==> src/rtl/nmi2ahbl_if.sv <==
// Bus bundle for the NMI-to-AHB-Lite bridge: NMI request/completion plus AHB-Lite initiator signals.
// The slave modport is the bridge's view; master is the surrounding environment's view.
interface nmi2ahbl_if;
  logic        nmi_valid_i;
  logic        nmi_ready_o;
  logic [31:0] nmi_addr_i;
  logic [31:0] nmi_wdata_i;
  logic [3:0]  nmi_wstrb_i;
  logic [31:0] nmi_rdata_o;
  logic [31:0] haddr_o;
  logic [1:0]  htrans_o;
  logic        hwrite_o;
  logic [2:0]  hsize_o;
  logic [2:0]  hburst_o;
  logic [3:0]  hprot_o;
  logic        hmastlock_o;
  logic [31:0] hwdata_o;
  logic        hready_i;
  logic        hresp_i;
  logic [31:0] hrdata_i;

  modport slave (
    input  nmi_valid_i, nmi_addr_i, nmi_wdata_i, nmi_wstrb_i,
    output nmi_ready_o, nmi_rdata_o,
    output haddr_o, htrans_o, hwrite_o, hsize_o, hburst_o, hprot_o, hmastlock_o, hwdata_o,
    input  hready_i, hresp_i, hrdata_i
  );

  modport master (
    output nmi_valid_i, nmi_addr_i, nmi_wdata_i, nmi_wstrb_i,
    input  nmi_ready_o, nmi_rdata_o,
    input  haddr_o, htrans_o, hwrite_o, hsize_o, hburst_o, hprot_o, hmastlock_o, hwdata_o,
    output hready_i, hresp_i, hrdata_i
  );
endinterface

==> src/rtl/nmi2ahbl.sv <==
// Non-pipelined NMI-responder to AHB-Lite-initiator bridge, one single transfer outstanding.
// NMI2AHBL_STRB_SPLIT_EN: irregular strobes become per-byte writes instead of an immediate error.
module nmi2ahbl #(
  parameter logic [3:0]  HPROT_VAL = 4'b0011,
  parameter logic [31:0] ERR_RDATA = 32'h0000_0000
) (
  input  logic        clk_i,
  input  logic        rst_i,
  nmi2ahbl_if.slave   bus,
  output logic        err_o,
  output logic [31:0] err_addr_o,
  output logic [1:0]  state_o
);

  localparam logic [1:0] S_IDLE = 2'd0;
  localparam logic [1:0] S_ADDR = 2'd1;
  localparam logic [1:0] S_DATA = 2'd2;
  localparam logic [1:0] S_RESP = 2'd3;

  localparam logic [1:0] HT_IDLE   = 2'b00;
  localparam logic [1:0] HT_NONSEQ = 2'b10;

  // NMI handshake: a request is held with nmi_valid_i until nmi_ready_o pulses for one cycle;
  // the request is only sampled in IDLE and the master drops valid the cycle after ready.

  logic [1:0]  state;
  logic [31:0] haddr_q;
  logic [31:0] wdata_q;
  logic [31:0] rdata_q;
  logic [2:0]  hsize_q;
  logic        hwrite_q;
  logic [3:0]  rem_q;
  logic        err_q;
  logic [31:0] err_addr_q;

  logic        dec_write;
  logic        dec_irreg;
  logic [1:0]  dec_lane;
  logic [2:0]  dec_size;
  logic [3:0]  dec_rem;
  logic [1:0]  next_lane;

  logic unused_addr_bits;
  assign unused_addr_bits = ^bus.nmi_addr_i[1:0];

`ifdef NMI2AHBL_STRB_SPLIT_EN
  function automatic logic [1:0] low_lane(input logic [3:0] s);
    if (s[0])      return 2'd0;
    else if (s[1]) return 2'd1;
    else if (s[2]) return 2'd2;
    else           return 2'd3;
  endfunction
  assign next_lane = low_lane(rem_q);
`else
  assign next_lane = haddr_q[1:0];
`endif

  always_comb begin
    dec_write = (bus.nmi_wstrb_i != 4'b0000);
    dec_irreg = 1'b0;
    dec_lane  = 2'd0;
    dec_size  = 3'd2;
    dec_rem   = 4'b0000;
    case (bus.nmi_wstrb_i)
      4'b0000, 4'b1111: ;
      4'b0011: dec_size = 3'd1;
      4'b1100: begin dec_size = 3'd1; dec_lane = 2'd2; end
      4'b0001: begin dec_size = 3'd0; dec_lane = 2'd0; end
      4'b0010: begin dec_size = 3'd0; dec_lane = 2'd1; end
      4'b0100: begin dec_size = 3'd0; dec_lane = 2'd2; end
      4'b1000: begin dec_size = 3'd0; dec_lane = 2'd3; end
      default: begin
`ifdef NMI2AHBL_STRB_SPLIT_EN
        // First byte goes now; rem holds the lanes still to issue (lowest bit cleared).
        dec_size = 3'd0;
        dec_lane = low_lane(bus.nmi_wstrb_i);
        dec_rem  = bus.nmi_wstrb_i & (bus.nmi_wstrb_i - 4'd1);
`else
        dec_irreg = 1'b1;
`endif
      end
    endcase
  end

  always_ff @(posedge clk_i) begin
    if (rst_i) begin
      state      <= S_IDLE;
      haddr_q    <= '0;
      wdata_q    <= '0;
      rdata_q    <= '0;
      hsize_q    <= '0;
      hwrite_q   <= 1'b0;
      rem_q      <= '0;
      err_q      <= 1'b0;
      err_addr_q <= '0;
    end else begin
      err_q <= 1'b0;
      case (state)
        S_IDLE: begin
          if (bus.nmi_valid_i) begin
            wdata_q  <= bus.nmi_wdata_i;
            hwrite_q <= dec_write;
            hsize_q  <= dec_size;
            haddr_q  <= {bus.nmi_addr_i[31:2], dec_lane};
            rem_q    <= dec_rem;
            if (dec_irreg) begin
              err_q      <= 1'b1;
              err_addr_q <= {bus.nmi_addr_i[31:2], 2'b00};
              state      <= S_RESP;
            end else begin
              state <= S_ADDR;
            end
          end
        end
        S_ADDR: begin
          if (bus.hready_i) state <= S_DATA;
        end
        S_DATA: begin
          if (bus.hready_i) begin
            if (bus.hresp_i) begin
              err_q      <= 1'b1;
              err_addr_q <= haddr_q;
              rdata_q    <= ERR_RDATA;
              rem_q      <= '0;
              state      <= S_RESP;
            end else begin
              if (!hwrite_q) rdata_q <= bus.hrdata_i;
              if (rem_q != 4'b0000) begin
                haddr_q[1:0] <= next_lane;
                rem_q        <= rem_q & (rem_q - 4'd1);
                state        <= S_ADDR;
              end else begin
                state <= S_RESP;
              end
            end
          end
        end
        default: state <= S_IDLE;
      endcase
    end
  end

  assign bus.nmi_ready_o = (state == S_RESP);
  assign bus.nmi_rdata_o = rdata_q;
  assign bus.htrans_o    = (state == S_ADDR) ? HT_NONSEQ : HT_IDLE;
  assign bus.haddr_o     = haddr_q;
  assign bus.hwrite_o    = hwrite_q;
  assign bus.hsize_o     = hsize_q;
  assign bus.hburst_o    = 3'b000;
  assign bus.hprot_o     = HPROT_VAL;
  assign bus.hmastlock_o = 1'b0;
  assign bus.hwdata_o    = wdata_q;
  assign err_o           = err_q;
  assign err_addr_o      = err_addr_q;
  assign state_o         = state;

endmodule
==> src/flat_wrapper.sv <==
// flat-port wrapper written by rule: the top's interface ports become plain ports
module nmi2ahbl_flat 
#(
  parameter logic [3:0]  HPROT_VAL = 4'b0011,
  parameter logic [31:0] ERR_RDATA = 32'h0000_0000
)
  (clk_i, rst_i, err_o, err_addr_o, state_o, bus_nmi_valid_i, bus_nmi_addr_i, bus_nmi_wdata_i, bus_nmi_wstrb_i, bus_nmi_ready_o, bus_nmi_rdata_o, bus_haddr_o, bus_htrans_o, bus_hwrite_o, bus_hsize_o, bus_hburst_o, bus_hprot_o, bus_hmastlock_o, bus_hwdata_o, bus_hready_i, bus_hresp_i, bus_hrdata_i);
  nmi2ahbl_if bus_i ();
  input  logic clk_i;
  input  logic rst_i;
  output logic err_o;
  output logic [31:0] err_addr_o;
  output logic [1:0] state_o;
  input wire logic [$bits(bus_i.nmi_valid_i)-1:0] bus_nmi_valid_i;
  input wire logic [$bits(bus_i.nmi_addr_i)-1:0] bus_nmi_addr_i;
  input wire logic [$bits(bus_i.nmi_wdata_i)-1:0] bus_nmi_wdata_i;
  input wire logic [$bits(bus_i.nmi_wstrb_i)-1:0] bus_nmi_wstrb_i;
  output wire logic [$bits(bus_i.nmi_ready_o)-1:0] bus_nmi_ready_o;
  output wire logic [$bits(bus_i.nmi_rdata_o)-1:0] bus_nmi_rdata_o;
  output wire logic [$bits(bus_i.haddr_o)-1:0] bus_haddr_o;
  output wire logic [$bits(bus_i.htrans_o)-1:0] bus_htrans_o;
  output wire logic [$bits(bus_i.hwrite_o)-1:0] bus_hwrite_o;
  output wire logic [$bits(bus_i.hsize_o)-1:0] bus_hsize_o;
  output wire logic [$bits(bus_i.hburst_o)-1:0] bus_hburst_o;
  output wire logic [$bits(bus_i.hprot_o)-1:0] bus_hprot_o;
  output wire logic [$bits(bus_i.hmastlock_o)-1:0] bus_hmastlock_o;
  output wire logic [$bits(bus_i.hwdata_o)-1:0] bus_hwdata_o;
  input wire logic [$bits(bus_i.hready_i)-1:0] bus_hready_i;
  input wire logic [$bits(bus_i.hresp_i)-1:0] bus_hresp_i;
  input wire logic [$bits(bus_i.hrdata_i)-1:0] bus_hrdata_i;
  assign bus_i.nmi_valid_i = bus_nmi_valid_i;
  assign bus_i.nmi_addr_i = bus_nmi_addr_i;
  assign bus_i.nmi_wdata_i = bus_nmi_wdata_i;
  assign bus_i.nmi_wstrb_i = bus_nmi_wstrb_i;
  assign bus_nmi_ready_o = bus_i.nmi_ready_o;
  assign bus_nmi_rdata_o = bus_i.nmi_rdata_o;
  assign bus_haddr_o = bus_i.haddr_o;
  assign bus_htrans_o = bus_i.htrans_o;
  assign bus_hwrite_o = bus_i.hwrite_o;
  assign bus_hsize_o = bus_i.hsize_o;
  assign bus_hburst_o = bus_i.hburst_o;
  assign bus_hprot_o = bus_i.hprot_o;
  assign bus_hmastlock_o = bus_i.hmastlock_o;
  assign bus_hwdata_o = bus_i.hwdata_o;
  assign bus_i.hready_i = bus_hready_i;
  assign bus_i.hresp_i = bus_hresp_i;
  assign bus_i.hrdata_i = bus_hrdata_i;
  nmi2ahbl #(.HPROT_VAL(HPROT_VAL), .ERR_RDATA(ERR_RDATA)) u_core (.clk_i(clk_i), .rst_i(rst_i), .bus(bus_i), .err_o(err_o), .err_addr_o(err_addr_o), .state_o(state_o));
endmodule
==> config.mk <==
export PLATFORM = sky130hd
export DESIGN_NAME = nmi2ahbl_flat
export DESIGN_NICKNAME = d
export VERILOG_FILES = /design/src/rtl/nmi2ahbl_if.sv /design/src/rtl/nmi2ahbl.sv /design/src/flat_wrapper.sv
export SDC_FILE = /design/constraint.sdc
export NUM_CORES = 1
export LEC_CHECK = 0
export ABC_AREA = 1
export CAP_MARGIN = 20
export CORE_MARGIN = 2
export CORE_UTILIZATION = 45
export DETAILED_ROUTE_END_ITERATION = 8
export PLACE_DENSITY = 0.91
export SLEW_MARGIN = 20
export SYNTH_ARGS = -nofsm -noshare
export SYNTH_HDL_FRONTEND = slang
export SYNTH_SLANG_ARGS = --single-unit
==> constraint.sdc <==
create_clock -name clk_i -period 3.8 [get_ports clk_i]
set_clock_uncertainty 0.05 [all_clocks]
set_input_delay 0.76 -clock clk_i [delete_from_list [all_inputs] [get_ports clk_i]]
set_output_delay 0.76 -clock clk_i [all_outputs]
set_load 0.03 [all_outputs]
# --- Word level (Yosys, flattened, before mapping) ---
# Cells that the tools add are included.
word_totals:
  mem_count: 0
  latch_bits: 0
  elab_cells: 69
  romBits: 0
  ff_bits: 139
  out_inout_bits: 146
  ram_bits: 0
classes:
  shift: 0
  add_sub_neg: 1
  mul: 0
  bitwise: 1
  n_div: 0
  eq_ne: 17
  reduce_logical: 14
  magnitude_cmp: 0
  n_mux: 27
op_table:
  columns: ["cell", "n"]
  rows:
  - ["two-way mux 32 bit", 6]
  - ["one-hot mux 32 bit (2 select lines)", 1]
  - ["two-way mux 4 bit", 4]
  - ["two-way mux 2 bit", 7]
  - ["equality test 4 bit (second input constant)", 3]
  - ["inequality test 2 bit (second input constant)", 6]
  - ["one-hot mux 2 bit (3 select lines)", 2]
  - ["equality test 4 x 2 -> 1 bit (second input constant)", 2]
  - ["one-hot mux 4 bit (2 select lines)", 1]
  - ["nonzero test 4 bit", 2]
  - ["OR reduction 8 bit", 1]
  - ["AND reduction 3 bit", 2]
  - ["AND reduction 5 bit", 1]
  - ["AND 4 bit", 1]
  - ["equality test 2 bit (second input constant)", 2]
  - ["equality test 4 x 1 -> 1 bit (second input constant)", 1]
  - ["equality test 4 x 3 -> 1 bit (second input constant)", 1]
  - ["zero test 4 bit", 1]
  - ["two-way mux 1 bit", 4]
  - ["one-hot mux 2 bit (2 select lines)", 1]
  - ["AND reduction 4 bit", 1]
  - ["OR reduction 2 bit", 2]
  - ["OR reduction 4 bit", 1]
  - ["subtractor 4 x 1 -> 4 bit (second input constant)", 1]
  - ["other kinds (6)", 6]

# --- Logic depth before layout (Yosys ltp) ---
depth:
  word_depth: 6
  mapped_depth: 10
  mapped_depth_nobuf: 9

# --- Worst setup path before layout ---
# No wires, ideal clock.
synth_path:
  path_type: "register to register"
  from: "register u_core.state[0], in the netlist u_core.state_o[0]"
  to: "register u_core.err_addr_q[16], in the netlist u_core.err_addr_o[16]"
  stages_incl_launch_ff: 11
  setup_slack_ps: 1851
  period_less_slack_ps: 1949
  setup_ps: 115
  required_ps: 3635
  t_arrival_ps: 1784
  n_path_buf: 2
  path_cell_list: "dfxtp_1 inv_1 ha_1 buf_4 inv_1 nand2_1 a21boi_4 buf_6 nand3_1 nand2_1 nor2_1"
synth_via:
  elab_chain_len: 3
  elab_cells_between_ends: 9
synth_rtl:
  columns: ["element", "line", "source"]
  rows:
  - ["from (decl)", "nmi2ahbl.sv:26", "logic [1:0] state;"]
  - ["from (signal assigned)", "nmi2ahbl.sv:87", "state <= S_IDLE;"]
  - ["from (signal assigned)", "nmi2ahbl.sv:109", "state <= S_RESP;"]
  - ["from (signal assigned)", "nmi2ahbl.sv:111", "state <= S_ADDR;"]
  - ["equality test 2 bit / zero test 2 bit (equally long branches)", "nmi2ahbl.sv:98", "case (state)"]
  - ["inequality test 2 bit (no line) / nonzero test 2 bit (equally long branches)", null, null]
  - ["AND reduction 5 bit (no line)", null, null]
  - ["to (signal assigned)", "nmi2ahbl.sv:108", "err_addr_q <= {bus.nmi_addr_i[31:2], 2'b00};"]
  - ["to (signal assigned)", "nmi2ahbl.sv:122", "err_addr_q <= haddr_q;"]
  - ["to (decl)", "nmi2ahbl.sv:34", "logic [31:0] err_addr_q;"]
# Several ways; a longest one is shown, not always the timed one.
# A chain may end at the register's enable or synchronous reset.

# --- Final worst setup path ---
layout_path:
  from: "register u_core.state[1], in the netlist u_core.state_o[1]"
  to: "output bus_htrans_o[1]"
layout_via:
  elab_chain_len: 2
layout_rtl:
  columns: ["element", "line", "source"]
  rows:
  - ["equality test 2 x 1 -> 1 bit", "nmi2ahbl.sv:145", "assign bus.htrans_o = (state == S_ADDR) ? HT_NONSEQ : HT_IDLE;"]
  - ["two-way mux 2 bit", "nmi2ahbl.sv:145", null]
  - ["to (decl)", "flat_wrapper.sv:21", "output wire logic [$bits(bus_i.htrans_o)-1:0] bus_htrans_o;"]
# Every way passes these cells.

==> flow_summary_export.csv <==
group,metric,value,unit
yosys,syn_inst,707,
clock_network,cts_tree,"done",
critical_path,crit_slowest_cell,"clkdlybuf4s50_1",
critical_path,path_cells,"inv_1, ha_1, clkdlybuf4s50_1",
critical_path,cp.depth,3,
clock_network,cts-resized-gates,0,
clock_network,cts_buffer_depth,2,
timing,report.final.hold_viol_count,0,
power_and_ir_drop,power_frac_clock,0.219,
drt,wl,16.1,mm
timing,drv_slew,0,
critical_path,cp_slowest_stage_delay,610,ps
critical_path,cp_num_buf_inv,2,
min_path,hold_class,"register to register",
power_and_ir_drop,intPower,0.00431,W
power_and_ir_drop,switching_power,0.00305,W
placed_design,gp_congestion,0.818,
floorplan,start_util,0.458,
placed_design,dpl_cell_area,7850,sq um
floorplan,die_w,114,um
final_layout,layout-drive-gt1-share,0.0536,
floorplan,io_pins,251,
timing,finalSetupTns,0,ps
final_layout,ff_latch_area,2680,sq um
drt,via_count,5540,
grt,grt_pass1_wl,25.0,mm
critical_path,path_class,"register to output port",
floorplan,rows,40,
min_path,whs_path_depth,2,
power_and_ir_drop,peakVddDrop,0.444,mV
yosys,synth_area,5480,sq um
final_layout,diodes,0,
clock_network,cts_num_sinks,134,
final_layout,final_common_cell,"clkdlybuf4s50_1",
drt,ant_nets,0,
grt,grt_pass1_vias,5106,
critical_path,r2r_end,"u_core.err_addr_o[14]",
placed_design,dp_hpwl,10.7,mm
yosys,synth_cell_types,27,
critical_path,critPathRequiredTime,2990,ps
critical_path,cp-end-kind,"output port",
critical_path,critPathMaxFanout,6,
clock_network,cts-root-buf,"clkbuf_16",
clock_network,clkLatencyLatePin,410,ps
timing,worst_slew_pin_slew,680,ps
drt,wl_per_cell,14.9,um
floorplan,die_h,114,um
grt,use_met3,0.0979,
grt,antenna_found_initial,0,
grt,grtUsageMet2,0.404,
placed_design,portBuffers,238,
critical_path,worst_r2r_startpoint,"u_core.state_o[0]",
final_layout,multi_input_area,2420,sq um
timing,max-slew-margin-rel,0.546,
critical_path,arrival,1790,ps
power_and_ir_drop,p_leak,3.33,nW
timing,setup_ws,1200,ps
grt,grt.total_usage,0.240,
drt,dr.first_iter.drc_count,407,
clock_network,cts_setup_buffers,0,
yosys,synth-warning-count,0,
grt,grt_start_max_net_pins,67,
final_layout,nFillCells,889,
final_layout,design_area,8440,sq um
clock_network,path_clk_slew,60,ps
clock_network,hold_buffers,0,
min_path,hold_start,"u_core.bus.nmi_rdata_o[13]",
grt,busiest_layer,"met2",
floorplan,core,12000,sq um
status,status,"finished, final reports clean",
timing,max_freq,384,MHz
timing,min_period,2600,ps
power_and_ir_drop,p_total,0.00735,W
timing,setup_violations,0,
timing,rsz0062_at_grt,"no",
grt,use_met1,0.274,
placed_design,placed_cells,1049,
critical_path,rr_worst_depth,8,
critical_path,start_kind,"register",
drt,routed_via_density,5.13,
critical_path,r2r_slack,1680,ps
clock_network,cts_buffers,17,
grt,grt-ovfl-total,0,
drt,dr.pass1.iters,4,
drt,drc,0,
final_layout,fin_cells,1080,
power_and_ir_drop,switching_share,0.414,
yosys,ys_seq_elements,134,
power_and_ir_drop,power.density,871,nW/um^2
floorplan,dieArea,13100,sq um
yosys,syn_area_per_cell,7.75,sq um
final_layout,areaGrowthSynthToFinish,53.9,%
job,drv_cap,0,
critical_path,cp_top_family,"buffers and inverters",
min_path,min_to,"u_core.bus.nmi_rdata_o[13]",
yosys,yosysSeqAreaShare,0.489,
timing,finalCritPeriodShare,0.685,
clock_network,cts-htree-levels,4,
power_and_ir_drop,p_comb_frac,0.492,
final_layout,final_cell_mix,"238 x clkdlybuf4s50_1, 193 x nor2_1, 134 x dfxtp_1, 67 x o21ai_0, 57 x nor3_1",
placed_design,pre_cts_ws,1000,ps
power_and_ir_drop,p_seq_frac,0.289,
final_layout,final_nets,1031,
[layer usage]
layer	part of all wire	wire (um)
met5	0	0
met4	0.017	277
met3	0.092	1480
met2	0.48	7700
met1	0.41	6600
[sequential cells by signal, summed over array words and instances (netlist names)]
name,count
u_core.bus.haddr_o,32
u_core.bus.hsize_o,2
u_core.bus.hwdata_o,32
u_core.bus.hwrite_o,1
u_core.bus.nmi_rdata_o,32
u_core.err_addr_o,32
u_core.err_o,1
u_core.state_o,2
[worst max-delay path by stage]
stage / startpoint / endpoint / slack, ps
3_5_place_dp: bus_nmi_wstrb_i[0] / u_core.err_addr_o[0] / 1000
5_1_grt: u_core.state_o[1] / bus_htrans_o[1] / 1110
4_1_cts: u_core.state_o[1] / bus_htrans_o[1] / 1160
3_3_place_gp: bus_nmi_wstrb_i[0] / u_core.err_addr_o[0] / 1020
2_1_floorplan: u_core.state_o[0] / u_core.err_addr_o[16] / 1850
6_report: u_core.state_o[1] / bus_htrans_o[1] / 1200
[layout make-up]
type                       instances  area share
clock buffer                      22      0.0574
clock inverter                     9      0.0119
inverter                          17     0.00756
multi-input combinational        502       0.287
sequential                       134       0.318
tap                              147      0.0218
timing repair buffer             249       0.297
[cells by family after synthesis]
family,count (synthesis),synth area share
adder cells (fa/ha/maj),5,0.0114
flip-flops,134,0.489
buffers and inverters,79,0.0755
other,2,0.00137
AO/OA/AOI/OAI,111,0.106
AND/OR/NAND/NOR,346,0.262
multiplexers,30,0.0548
[worst reg2reg max path, cell delays in order (launching register included)]
cell      delay, ps
dfxtp_1         430
inv_1           110
ha_1            290
nand2_1         110
a21boi_4        460
buf_12          300
nand3_1         140
nand2_1          90
nor2_1           40
[cells in the mapped netlist]
cell type	instances	share of area
buf_2	25	0.023
o21ai_0	67	0.061
buf_4	11	0.015
nand3b_1	2	0.0027
nor2_1	193	0.13
inv_2	1	0.00068
a21oi_2	1	0.0016
a22oi_1	1	0.0014
a21oi_1	39	0.036
conb_1	2	0.0014
o221ai_1	1	0.0016
dfxtp_1	134	0.49
ha_1	5	0.011
clkbuf_1	19	0.013
nand3_1	37	0.034
nand2_2	1	0.0011
nand2_1	54	0.037
a21boi_4	1	0.0034
nor2_2	1	0.0011
nor3_1	57	0.052
inv_1	15	0.010
buf_1	1	0.00068
buf_6	6	0.012
clkinv_1	1	0.00068
a31oi_1	1	0.0011
nand3_2	1	0.0018
mux2i_1	30	0.055
[per-stage QoR]
stage | util | hold slack [ps]
after floorplan | - | 541
after global placement | 0.657 | 402
after detailed placement | 0.657 | 405
after CTS | 0.705 | 427
after global routing | 0.705 | 450
final | 0.705 | 425
[power by group through the flow]
stage,registers [W],clock network [W],logic [W]
after CTS,0.00212,0.00163,0.00363
after detailed placement,0.00215,0,0.00360
after floorplan,0.00301,0,0.00145
after global placement,0.00213,0,0.00355
final,0.00212,0.00161,0.00362
after global routing,0.00218,0.00169,0.00389
Power figures use the tool's default switching activity.
